## config.mk

```make
export PLATFORM = sky130hd
export DESIGN_NAME = instr_seq_ctrl_flat
export DESIGN_NICKNAME = d
export VERILOG_FILES = /design/src/rtl/instr_seq_ctrl_if.sv /design/src/rtl/instr_seq_ctrl.sv /design/src/flat_wrapper.sv
export SDC_FILE = /design/constraint.sdc
export NUM_CORES = 1
export LEC_CHECK = 0
export CORE_MARGIN = 3
export CORE_UTILIZATION = 46
export CTS_BUF_LIST = sky130_fd_sc_hd__clkbuf_8 sky130_fd_sc_hd__clkbuf_16
export DETAILED_ROUTE_END_ITERATION = 6
export GPL_ROUTABILITY_DRIVEN = 0
export PLACE_DENSITY = 0.88
export SKIP_CTS_REPAIR_TIMING = 1
export SYNTH_ARGS = -nofsm -noshare
export SYNTH_HDL_FRONTEND = slang
export SYNTH_SLANG_ARGS = --single-unit
```

## constraint.sdc

```tcl
create_clock -name clock -period 2 [get_ports clock]
set_input_delay 0.4 -clock clock [delete_from_list [all_inputs] [get_ports clock]]
set_output_delay 0.4 -clock clock [all_outputs]
set_load 0.005 [all_outputs]
```

## src/rtl/instr_seq_ctrl_if.sv

```systemverilog
// Sequencer bus: start, memory handshakes,
// decoder inputs and control strobes.
interface instr_seq_ctrl_if #(
  parameter int PC_W = 8
);
  logic            start;
  logic            imem_ready;
  logic            dmem_ready;
  logic [4:0]      aluopcode;
  logic            regen;
  logic [PC_W-1:0] pc;
  logic            imem_req;
  logic            ir_load;
  logic            decode_en;
  logic            alu_en;
  logic            dmem_req;
  logic            dmem_we;
  logic            reg_we;
  logic            busy;
  logic            halted;
  logic            error;
  logic [7:0]      retired;
  logic [2:0]      state;

  modport master (
    input  start, imem_ready, dmem_ready,
    input  aluopcode, regen,
    output pc, imem_req, ir_load, decode_en,
    output alu_en, dmem_req, dmem_we, reg_we,
    output busy, halted, error, retired, state
  );

  modport slave (
    output start, imem_ready, dmem_ready,
    output aluopcode, regen,
    input  pc, imem_req, ir_load, decode_en,
    input  alu_en, dmem_req, dmem_we, reg_we,
    input  busy, halted, error, retired, state
  );
endinterface

```

## src/rtl/instr_seq_ctrl.sv

```systemverilog
// Multi-cycle fetch/decode/exec/mem/wb sequencer
// with PC, retire counter and memory timeout.
module instr_seq_ctrl #(
  parameter int              PC_W        = 8,
  parameter logic [PC_W-1:0] RESET_PC    = '0,
  parameter int              MEM_TIMEOUT = 15
) (
  input logic              clock,
  input logic              reset_n,
  instr_seq_ctrl_if.master bus
);

  localparam int WC_W =
    (MEM_TIMEOUT < 2) ? 1 : $clog2(MEM_TIMEOUT + 1);
  localparam logic [WC_W-1:0] TMO =
    WC_W'(MEM_TIMEOUT);

  localparam logic [4:0] OP_HALT  = 5'b11111;
  localparam logic [4:0] OP_LOAD  = 5'b11110;
  localparam logic [4:0] OP_STORE = 5'b11101;

  typedef enum logic [2:0] {
    S_IDLE   = 3'd0,
    S_FETCH  = 3'd1,
    S_DECODE = 3'd2,
    S_EXEC   = 3'd3,
    S_MEM    = 3'd4,
    S_WB     = 3'd5,
    S_HALT   = 3'd6,
    S_ERROR  = 3'd7
  } state_t;

  state_t          cur;
  state_t          nxt;
  logic [PC_W-1:0] pc_q;
  logic [7:0]      ret_q;
  logic [WC_W-1:0] wcnt;
  logic            st_q;
  logic            wc_inc;
  logic            adv;
  logic            is_halt;
  logic            is_ld;
  logic            is_st;

  assign is_halt = bus.aluopcode == OP_HALT;
  assign is_ld   = bus.aluopcode == OP_LOAD;
  assign is_st   = bus.aluopcode == OP_STORE;

  // Next state, wait-counter step and retire strobe
  always_comb begin
    nxt    = cur;
    wc_inc = 1'b0;
    adv    = 1'b0;
    unique case (cur)
      S_IDLE: begin
        if (bus.start) nxt = S_FETCH;
      end
      S_FETCH: begin
        if (bus.imem_ready) nxt = S_DECODE;
        else if (wcnt == TMO) nxt = S_ERROR;
        else wc_inc = 1'b1;
      end
      S_DECODE: nxt = S_EXEC;
      S_EXEC: begin
        unique case (1'b1)
          is_halt:      nxt = S_HALT;
          is_ld, is_st: nxt = S_MEM;
          default:      nxt = S_WB;
        endcase
      end
      S_MEM: begin
        if (bus.dmem_ready) begin
          nxt = st_q ? S_FETCH : S_WB;
          adv = st_q;
        end else if (wcnt == TMO) begin
          nxt = S_ERROR;
        end else begin
          wc_inc = 1'b1;
        end
      end
      S_WB: begin
        nxt = S_FETCH;
        adv = 1'b1;
      end
      S_HALT:  nxt = S_HALT;
      S_ERROR: nxt = S_ERROR;
      default: nxt = S_IDLE;
    endcase
  end

  // State, PC, retire count and wait counter
  always_ff @(posedge clock or negedge reset_n) begin
    if (!reset_n) begin
      cur   <= S_IDLE;
      pc_q  <= RESET_PC;
      ret_q <= '0;
      wcnt  <= '0;
      st_q  <= 1'b0;
    end else begin
      cur <= nxt;
      if (nxt != cur) wcnt <= '0;
      else if (wc_inc) wcnt <= wcnt + WC_W'(1);
      if (cur == S_EXEC) st_q <= is_st;
      if (adv) begin
        pc_q <= pc_q + PC_W'(1);
        if (ret_q != 8'hFF) ret_q <= ret_q + 8'd1;
      end
    end
  end

  // Moore strobes decoded from state; ir_load follows imem_ready
  always_comb begin
    bus.imem_req  = cur == S_FETCH;
    bus.ir_load   = (cur == S_FETCH) && bus.imem_ready;
    bus.decode_en = cur == S_DECODE;
    bus.alu_en    = cur == S_EXEC;
    bus.dmem_req  = cur == S_MEM;
    bus.dmem_we   = (cur == S_MEM) && st_q;
    bus.reg_we    = (cur == S_WB) && bus.regen;
    bus.busy      = (cur != S_IDLE) && (cur != S_HALT)
                    && (cur != S_ERROR);
    bus.halted    = cur == S_HALT;
    bus.error     = cur == S_ERROR;
    bus.retired   = ret_q;
    bus.state     = cur;
    bus.pc        = pc_q;
  end

endmodule
```

## src/flat_wrapper.sv

```systemverilog
// flat-port wrapper written by rule: the top's interface ports become plain ports
module instr_seq_ctrl_flat 
#(
  parameter int              PC_W        = 8,
  parameter logic [PC_W-1:0] RESET_PC    = '0,
  parameter int              MEM_TIMEOUT = 15
)
  (clock, reset_n, bus_start, bus_imem_ready, bus_dmem_ready, bus_aluopcode, bus_regen, bus_pc, bus_imem_req, bus_ir_load, bus_decode_en, bus_alu_en, bus_dmem_req, bus_dmem_we, bus_reg_we, bus_busy, bus_halted, bus_error, bus_retired, bus_state);
  instr_seq_ctrl_if #(.PC_W(PC_W)) bus_i ();
  input logic clock;
  input logic reset_n;
  input wire logic [$bits(bus_i.start)-1:0] bus_start;
  input wire logic [$bits(bus_i.imem_ready)-1:0] bus_imem_ready;
  input wire logic [$bits(bus_i.dmem_ready)-1:0] bus_dmem_ready;
  input wire logic [$bits(bus_i.aluopcode)-1:0] bus_aluopcode;
  input wire logic [$bits(bus_i.regen)-1:0] bus_regen;
  output wire logic [$bits(bus_i.pc)-1:0] bus_pc;
  output wire logic [$bits(bus_i.imem_req)-1:0] bus_imem_req;
  output wire logic [$bits(bus_i.ir_load)-1:0] bus_ir_load;
  output wire logic [$bits(bus_i.decode_en)-1:0] bus_decode_en;
  output wire logic [$bits(bus_i.alu_en)-1:0] bus_alu_en;
  output wire logic [$bits(bus_i.dmem_req)-1:0] bus_dmem_req;
  output wire logic [$bits(bus_i.dmem_we)-1:0] bus_dmem_we;
  output wire logic [$bits(bus_i.reg_we)-1:0] bus_reg_we;
  output wire logic [$bits(bus_i.busy)-1:0] bus_busy;
  output wire logic [$bits(bus_i.halted)-1:0] bus_halted;
  output wire logic [$bits(bus_i.error)-1:0] bus_error;
  output wire logic [$bits(bus_i.retired)-1:0] bus_retired;
  output wire logic [$bits(bus_i.state)-1:0] bus_state;
  assign bus_i.start = bus_start;
  assign bus_i.imem_ready = bus_imem_ready;
  assign bus_i.dmem_ready = bus_dmem_ready;
  assign bus_i.aluopcode = bus_aluopcode;
  assign bus_i.regen = bus_regen;
  assign bus_pc = bus_i.pc;
  assign bus_imem_req = bus_i.imem_req;
  assign bus_ir_load = bus_i.ir_load;
  assign bus_decode_en = bus_i.decode_en;
  assign bus_alu_en = bus_i.alu_en;
  assign bus_dmem_req = bus_i.dmem_req;
  assign bus_dmem_we = bus_i.dmem_we;
  assign bus_reg_we = bus_i.reg_we;
  assign bus_busy = bus_i.busy;
  assign bus_halted = bus_i.halted;
  assign bus_error = bus_i.error;
  assign bus_retired = bus_i.retired;
  assign bus_state = bus_i.state;
  instr_seq_ctrl #(.PC_W(PC_W), .RESET_PC(RESET_PC), .MEM_TIMEOUT(MEM_TIMEOUT)) u_core (.clock(clock), .reset_n(reset_n), .bus(bus_i));
endmodule
```

# == Yosys cells after proc, flatten, opt, wreduce, memory -nomap -nowiden ==
# Cells that the tools add are included.
# Widths: inputs -> output; s select.
# totals
inputBits,11
elab_cells,48
ff_bits,24
output_inout_bits,29
# op_classes
reduce_logical,10
muxes,15
n_addsub,3
n_eq_ne,15
# ops
operator,n
$pmux 3 s8,1
$add 8x1->8 const B,2
$eq 5x5->1 const B,3
$mux 3,5
$eq 3x3->1 const B,4
$mux 4,2
$ne 8x8->1 const B,1
$eq 3x2->1 const B,2
$ne 3x3->1 const B,2
$logic_and 1x1->1,5
$add 4x1->4 const B,1
$eq 4x4->1 const B,1
$mux 1,4
$pmux 1 s2,2
$pmux 2 s2,1
$eq 3x1->1 const B,1
$logic_not 3->1,1
$ne 3x3->1,1
$reduce_bool 3->1,1
$reduce_and 2->1,1
$reduce_bool 2->1,1
$reduce_or 2->1,1

# == Logic depth before layout (Yosys ltp) ==
# Gate-level depths: netlist (run 1).
# depth
word_depth,6
mapped_depth,6

# == Worst setup path after synthesis (run 1) ==
# OpenSTA, ideal clock, no wires.
# synth_path
path_type,flip-flop to flip-flop
from,"register u_core.cur[0], in the netlist u_core.bus.state[0]"
to,register u_core.wcnt[3]
arrival_ns,1.659
path_stages_with_launch,6
required_ns,1.922
setup_slack_ns,0.262
synth_period_minus_slack_ns,1.738
cell_sequence,dfrtp_1 buf_6 or3b_1 a211o_1 or3_1 a21oi_1
# synth_via
elab_chain_len,5
elab_cells_between_ends,17
classes_between,8 x eq/ne; 7 x mux; 2 x reduce/logical
# synth_rtl
element,line,text
start: declaration,instr_seq_ctrl.sv:33,state_t cur;
start signal: assignment,instr_seq_ctrl.sv:100,cur <= nxt;
$mux 3,"instr_seq_ctrl.sv:60, instr_seq_ctrl.sv:75",
"$mux 3, on equally long branches","instr_seq_ctrl.sv:72, instr_seq_ctrl.sv:59",
$pmux 3 s8,instr_seq_ctrl.sv:54,unique case (cur)
$ne 3x3->1,instr_seq_ctrl.sv:101,if (nxt != cur) wcnt <= '0;
$mux 4 / $reduce_bool 2->1 (equally long branches),--,
end signal: assignment,instr_seq_ctrl.sv:102,else if (wc_inc) wcnt <= wcnt + WC_W'(1);
end: declaration,instr_seq_ctrl.sv:37,logic [WC_W-1:0] wcnt;
# Parallel ways exist; a longest one is shown, timed or not.
# A chain may end at the register's enable or synchronous reset.

# == Final worst setup path (run 1) ==
# layout_path
from,"register u_core.cur[2], in the netlist u_core.bus.state[2]"
to,output port bus_ir_load
# layout_via
elab_chain_len,2
# layout_rtl
element,line,text
$eq 3x1->1,instr_seq_ctrl.sv:114,bus.ir_load = (cur == S_FETCH) && bus.imem_ready;
$logic_and 1x1->1,instr_seq_ctrl.sv:114,
end: declaration,flat_wrapper.sv:19,output wire logic [$bits(bus_i.ir_load)-1:0] bus_ir_load;
# No other way between the ends.

==> results.sh, run 1 <==
export IMPL_dp_cells=203
export IMPL_synth_async_reset_ratio_pct=100.0
export IMPL_dpl_worst_slack_ns=-0.1030
export IMPL_io_buffers=39
export IMPL_setup_ws_ns=-0.07200
export IMPL_post_dp_cell_area_um2=1763
export IMPL_reg2reg_from="u_core.bus.state[2]$_DFF_PN0_"
export IMPL_antenna_found_initial=0
export IMPL_synth_cells=128
export IMPL_cp_start_kind="register"
export IMPL_grt_first_pass_wirelength_mm=5.175
export IMPL_p_sw_share_pct=36.71
export IMPL_crit_path_cell_trace="nor3b_2, nand2_1, inv_1, clkdlybuf4s50_1"
export IMPL_path_clk_slew_ns=0.08
export IMPL_clock_fmax_mhz=482.6
export IMPL_dieHeight_um=58.75
export IMPL_p_leak_nw=0.9087
export IMPL_grtUsageTotal_pct=19.46
export IMPL_status="complete, but fails checks"
export IMPL_grt_remaining_overflow=0
export IMPL_worstHoldPathType="in -> async"
export IMPL_violations="setup timing"
export IMPL_synth_xor_area_share_pct=10.26
export IMPL_setup_violations=2
export IMPL_syn_to_final_growth_pct=48.58
export IMPL_ys_warnings_count=0
export IMPL_yosysMostFrequentCell="dfrtp_1"
export IMPL_net_switching_power_mw=0.9112
export IMPL_nFillCells=191
export IMPL_synth_nets=142
export IMPL_clkSinkCount=24
export IMPL_vias_per_cell=5.651
export IMPL_n_antenna_cell=0
export IMPL_syn_avg_cell_area_um2=10.00
export IMPL_io_pins=40
export IMPL_hold_ws_ns=0.4856
export IMPL_synth_edf_count=0
export IMPL_cp_max_fo=8
export IMPL_wire_per_inst_um=15.47
export IMPL_power_frac_comb_pct=54.7
export IMPL_synthSimpleGateAreaFrac_pct=21.51
export IMPL_ys_ff_latch=24
export IMPL_grt_pass1_vias=1177
export IMPL_synth_top_area_share_pct=46.92
export IMPL_vias=1215
export IMPL_synth_mux_area_share_pct=3.324
export IMPL_synth_area_leaders="dfrtp_1 (47%), xnor2_1 (6.2%), xor2_1 (4.1%)"
export IMPL_slew_headroom_pct=70.52
export IMPL_maxSlewViolCount=0
export IMPL_worstSkewPairLatency_ns=0.26
export IMPL_finalSetupTns_ns=-0.1225
export IMPL_fin_area_um2=1902
export IMPL_cts_tree="done"
export IMPL_powerDensity_nw_per_um2=1305
export IMPL_clkPwrFrac_pct=11.4
export IMPL_fin_util_pct=74.07
export IMPL_seq_area_um2=603.1
export IMPL_synth_ff_type="dfrtp_1"
export IMPL_slowest_stage="clkdlybuf4s50_1"
export IMPL_drv_cap=0
export IMPL_final_cells=215
export IMPL_first_pass_iters=5
export IMPL_critical_path_class="reg -> out"
export IMPL_start_util_pct=49.85
export IMPL_drive_gt1_share_pct=17.30
export IMPL_period_share_pct=103.6
export IMPL_clock_skew_ns=0.003006
export IMPL_root_buffer="clkbuf_8"
export IMPL_drt_iter0_markers=42
export IMPL_syn_area_um2=1280
export IMPL_die_area_um2=3452
export IMPL_fin_nets=201
export IMPL_grt_max_degree=25
export IMPL_design_core_area_um2=2567
export IMPL_crit_path_end_kind="output pin"
export IMPL_route_detailed_drc=0
export IMPL_crit_path_max_incr_delay_ns=0.49
export IMPL_wirelength_mm=3.327
export IMPL_synth_adder_area_share_pct=2.933
export IMPL_cts_buffer_depth=2
export IMPL_synth_seq_area_share_pct=46.92
export IMPL_hold_violations=0
export IMPL_pwr_share_seq_pct=33.9
export IMPL_ant_nets=0
export IMPL_intPower_mw=1.571
export IMPL_total_power_mw=2.482
export IMPL_startpoint="u_core.bus.state[2]$_DFF_PN0_"
export IMPL_hpwl_mm=2.372
export IMPL_synth_top_family_by_area="simple AND/OR/NAND/NOR gates"
export IMPL_rsz0062_at_grt="yes"
export IMPL_cp_arrival_ns=1.67
export IMPL_numCtsBuffers=3
export IMPL_required_ns=1.60
export IMPL_h_tree_depth=1
export IMPL_num_rows=18
export IMPL_synth_common_cells="dfrtp_1 (24), nor2_1 (12), xnor2_1 (9)"
export IMPL_period_minus_slack_ns=2.072
export IMPL_synth_compound_area_share_pct=11.73
export IMPL_die_w_um=58.75
export IMPL_multi_input_area_um2=651.9
export IMPL_peakVddDrop_v=0.0009024
export IMPL_synth_cell_type_count=39
export IMPL_tightest_slew_ns=0.4388
export IMPL_synth_top_cell_by_area="dfrtp_1"
[placed cells by master, fill, tap and decap left out, types with 4 or more instances in the layout]
cell	count
clkdlybuf4s50_1	36
buf_4	17
a21oi_1	8
dfrtp_1	22
inv_1	4
nand2_1	7
nand3_1	7
nor2_1	11
and3_1	7
xnor2_1	9
xor2_1	6
[final timing paths]
path,endpoint,cells after the start,slack [ns]
setup / recovery,bus_ir_load,4,-0.07
min in group clock,u_core.bus.pc[7]$_DFFE_PN0P_,1,0.49
hold / removal,u_core.wcnt[3]$_DFFE_PN0P_,2,0.49
hold reg to reg,u_core.bus.pc[7]$_DFFE_PN0P_,1,0.49
setup reg to reg,u_core.wcnt[2]$_DFFE_PN0P_,6,0.15
max in group asynchronous,u_core.bus.state[0]$_DFF_PN0_,2,1.26
[cell families (layout without fill, tap and decap cells)]
family / Yosys count / count (layout)
AO/OA/AOI/OAI: 22 / 22
XOR/XNOR: 15 / 15
adder cells (fa/ha/maj): 3 / 3
buffers and inverters: 9 / 66
flip-flops: 24 / 24
multiplexers: 4 / 4
AND/OR/NAND/NOR: 51 / 51
[worst max-delay path: cells and delay by family, from the launching register on]
family / cells / cell delay (ns)
buffers and inverters: 2 / 0.56
DFF: 1 / 0.48
and+or+nand+nor: 2 / 0.36
[area by class of cell]
type,instances,share of cell area (%)
multi-input cells,95,34.28
repair buffers,59,29.08
well taps,30,1.974
clock buffers,3,2.171
inverters,4,0.7895
flip-flops and latches,24,31.71
[routing by layer]
metal | up-vias | global-route usage (%) | part of all wire, %
met1 | 598 | 23.88 | 41
met2 | 41 | 34.54 | 51
met4 | 0 | 6.796 | 2.0
met5 | - | 0 | 0
li1 | 569 | - | -
met3 | 7 | 2.851 | 5.7
[power by group through the flow]
| stage | sequential, mW | clock, mW | combinational [mW] |
|---|---|---|---|
| after CTS | 0.835 | 0.285 | 1.21 |
| after global placement | 0.827 | 0 | 1.14 |
| final | 0.842 | 0.283 | 1.36 |
| after global routing | 0.870 | 0.308 | 1.48 |
| after detailed placement | 0.839 | 0 | 1.20 |
| after floorplan | 0.810 | 0 | 0.582 |
[sequential cells by signal, summed over array words and instances (netlist names)]
name                count
u_core.bus.pc           8
u_core.bus.retired      8
u_core.bus.state        3
u_core.st_q             1
u_core.wcnt             4
Power figures use the tool's default switching activity.
==> inputs of run 2 (changes only) <==
--- a/config.mk
+++ b/config.mk
@@ -10,7 +10,7 @@
 export CTS_BUF_LIST = sky130_fd_sc_hd__clkbuf_8 sky130_fd_sc_hd__clkbuf_16
 export DETAILED_ROUTE_END_ITERATION = 6
 export GPL_ROUTABILITY_DRIVEN = 0
-export PLACE_DENSITY = 0.88
+export PLACE_DENSITY = 0.79
 export SKIP_CTS_REPAIR_TIMING = 1
 export SYNTH_ARGS = -nofsm -noshare
 export SYNTH_HDL_FRONTEND = slang
==> run 2 against run 1 <==
The flow now finishes without violations. Global-route usage shrank 1.6 points. Critical path depth unchanged. Critical path type unchanged. Clock skew up 0.0010 ns. Hold slack worse by 0.012 ns. Maximum frequency grew 5.1%. Clock-buffer cell count is the same. Design area up 0.13%. Critical endpoint is now bus_reg_we. First-iteration DRC count grew 7.1%. Final cell count down 0.93%. Largest power group unchanged. Total power down 0.77%. Wire length shrank 8.5%.
==> results.sh, run 2 (same netlist as run 1, synthesis figures left out) <==
export IMPL_status="completed"
export IMPL_antenna_found_initial=0
export IMPL_nFillCells=195
export IMPL_drive_gt1_share_pct=16.39
export IMPL_layout_commonest_cell="clkdlybuf4s50_1"
export IMPL_tightest_slew_ns=0.4721
export IMPL_slew_headroom_pct=68.41
export IMPL_fin_nets=199
export IMPL_worstSkewPairLatency_ns=0.26
export IMPL_required_ns=1.60
export IMPL_start_util_pct=49.85
export IMPL_design_core_area_um2=2567
export IMPL_critical_path_class="reg -> out"
export IMPL_grtUsageTotal_pct=17.84
export IMPL_wirelength_mm=3.044
export IMPL_numCtsBuffers=3
export IMPL_path_clk_slew_ns=0.08
export IMPL_hpwl_mm=2.217
export IMPL_h_tree_depth=1
export IMPL_period_share_pct=98.60
export IMPL_io_pins=40
export IMPL_clkSinkCount=24
export IMPL_die_area_um2=3452
export IMPL_cp_start_kind="register"
export IMPL_cp_max_fo=11
export IMPL_setup_violations=0
export IMPL_wire_per_inst_um=14.29
export IMPL_cts_tree="done"
export IMPL_num_rows=18
export IMPL_powerDensity_nw_per_um2=1293
export IMPL_peakVddDrop_v=0.001039
export IMPL_io_buffers=39
export IMPL_ant_nets=0
export IMPL_syn_to_final_growth_pct=48.78
export IMPL_dieHeight_um=58.75
export IMPL_clock_skew_ns=0.004015
export IMPL_cp_arrival_ns=1.57
export IMPL_maxSlewViolCount=0
export IMPL_grt_pass1_vias=1070
export IMPL_grt_max_degree=25
export IMPL_cts_buffer_depth=2
export IMPL_fin_util_pct=74.17
export IMPL_period_minus_slack_ns=1.972
export IMPL_route_detailed_drc=0
export IMPL_drv_cap=0
export IMPL_layout_common_cells="clkdlybuf4s50_1 (34), dfrtp_1 (21), buf_4 (16)"
export IMPL_grt_first_pass_wirelength_mm=4.781
export IMPL_clock_fmax_mhz=507.1
export IMPL_reg2reg_slack_ns=0.09
export IMPL_grt_remaining_overflow=0
export IMPL_first_pass_iters=4
export IMPL_holdPathStages=1
export IMPL_hold_violations=0
export IMPL_vias_per_cell=5.516
export IMPL_vias=1175
export IMPL_reg2reg_depth=7
export IMPL_die_w_um=58.75
export IMPL_p_leak_nw=0.9289
export IMPL_fin_area_um2=1904
export IMPL_root_buffer="clkbuf_8"
export IMPL_post_dp_cell_area_um2=1763
export IMPL_drt_iter0_markers=45
export IMPL_worstHoldPathType="reg -> reg"
export IMPL_n_antenna_cell=0
export IMPL_crit_path_end_kind="output pin"
[run 2: metal layers]
layer  part of all wire [%]  up-vias  GRT usage (%)
li1                       -      570              -
met1                     43      564          22.58
met2                     50       37          30.91
met4                    1.0        0          4.854
met5                      0        -              0
met3                    6.1        4          3.509
[run 2: path summary, 6_finish.rpt]
kind                                               startpoint                             to
worst min register to register   u_core.bus.pc[7]$_DFFE_PN0P_   u_core.bus.pc[7]$_DFFE_PN0P_
worst max-delay path            u_core.bus.state[0]$_DFF_PN0_                     bus_reg_we
min in group asynchronous                             reset_n     u_core.wcnt[3]$_DFFE_PN0P_
max in group asynchronous                             reset_n  u_core.bus.state[2]$_DFF_PN0_
worst max register to register  u_core.bus.state[2]$_DFF_PN0_     u_core.wcnt[2]$_DFFE_PN0P_
worst min-delay path             u_core.bus.pc[7]$_DFFE_PN0P_   u_core.bus.pc[7]$_DFFE_PN0P_
[run 2: final cells by class]
| type | instances | area, um^2 | share of cell area [%] |
|---|---|---|---|
| multi-input cells | 95 | 656.9 | 34.49 |
| clock buffers | 3 | 41.29 | 2.168 |
| well taps | 30 | 37.54 | 1.971 |
| flip-flops and latches | 24 | 604.3 | 31.73 |
| inverters | 4 | 15.01 | 0.7884 |
| repair buffers | 57 | 549.3 | 28.84 |
[run 2: critical path: stages (launching register included)]
cell             delay, ns
dfrtp_2               0.44
buf_8                 0.15
nand2_1               0.08
nor2_1                0.12
clkdlybuf4s50_1       0.52
[run 2: per-stage QoR]
stage | std cells | TNS, ns | hold slack (ns) | setup slack [ns] | power, mW
after floorplan | 128 | 0 | 0.1044 | 0.2623 | 1.392
after global placement | 203 | -0.09155 | 0.4604 | -0.04785 | 1.996
after detailed placement | 203 | -0.1779 | 0.4646 | -0.08479 | 2.044
after CTS | 206 | -0.4456 | 0.4757 | -0.1227 | 2.324
after global routing | 213 | -0.03036 | 0.5042 | -0.03036 | 2.655
final | 213 | 0 | 0.4734 | 0.02801 | 2.463
[run 2: where the power goes]
group | internal (mW) | total (mW) | leakage [nW] | switching (mW)
registers | 0.641 | 0.848 | 0.305 | 0.206
logic | 0.806 | 1.35 | 0.603 | 0.540
clock network | 0.134 | 0.270 | 0.0216 | 0.136
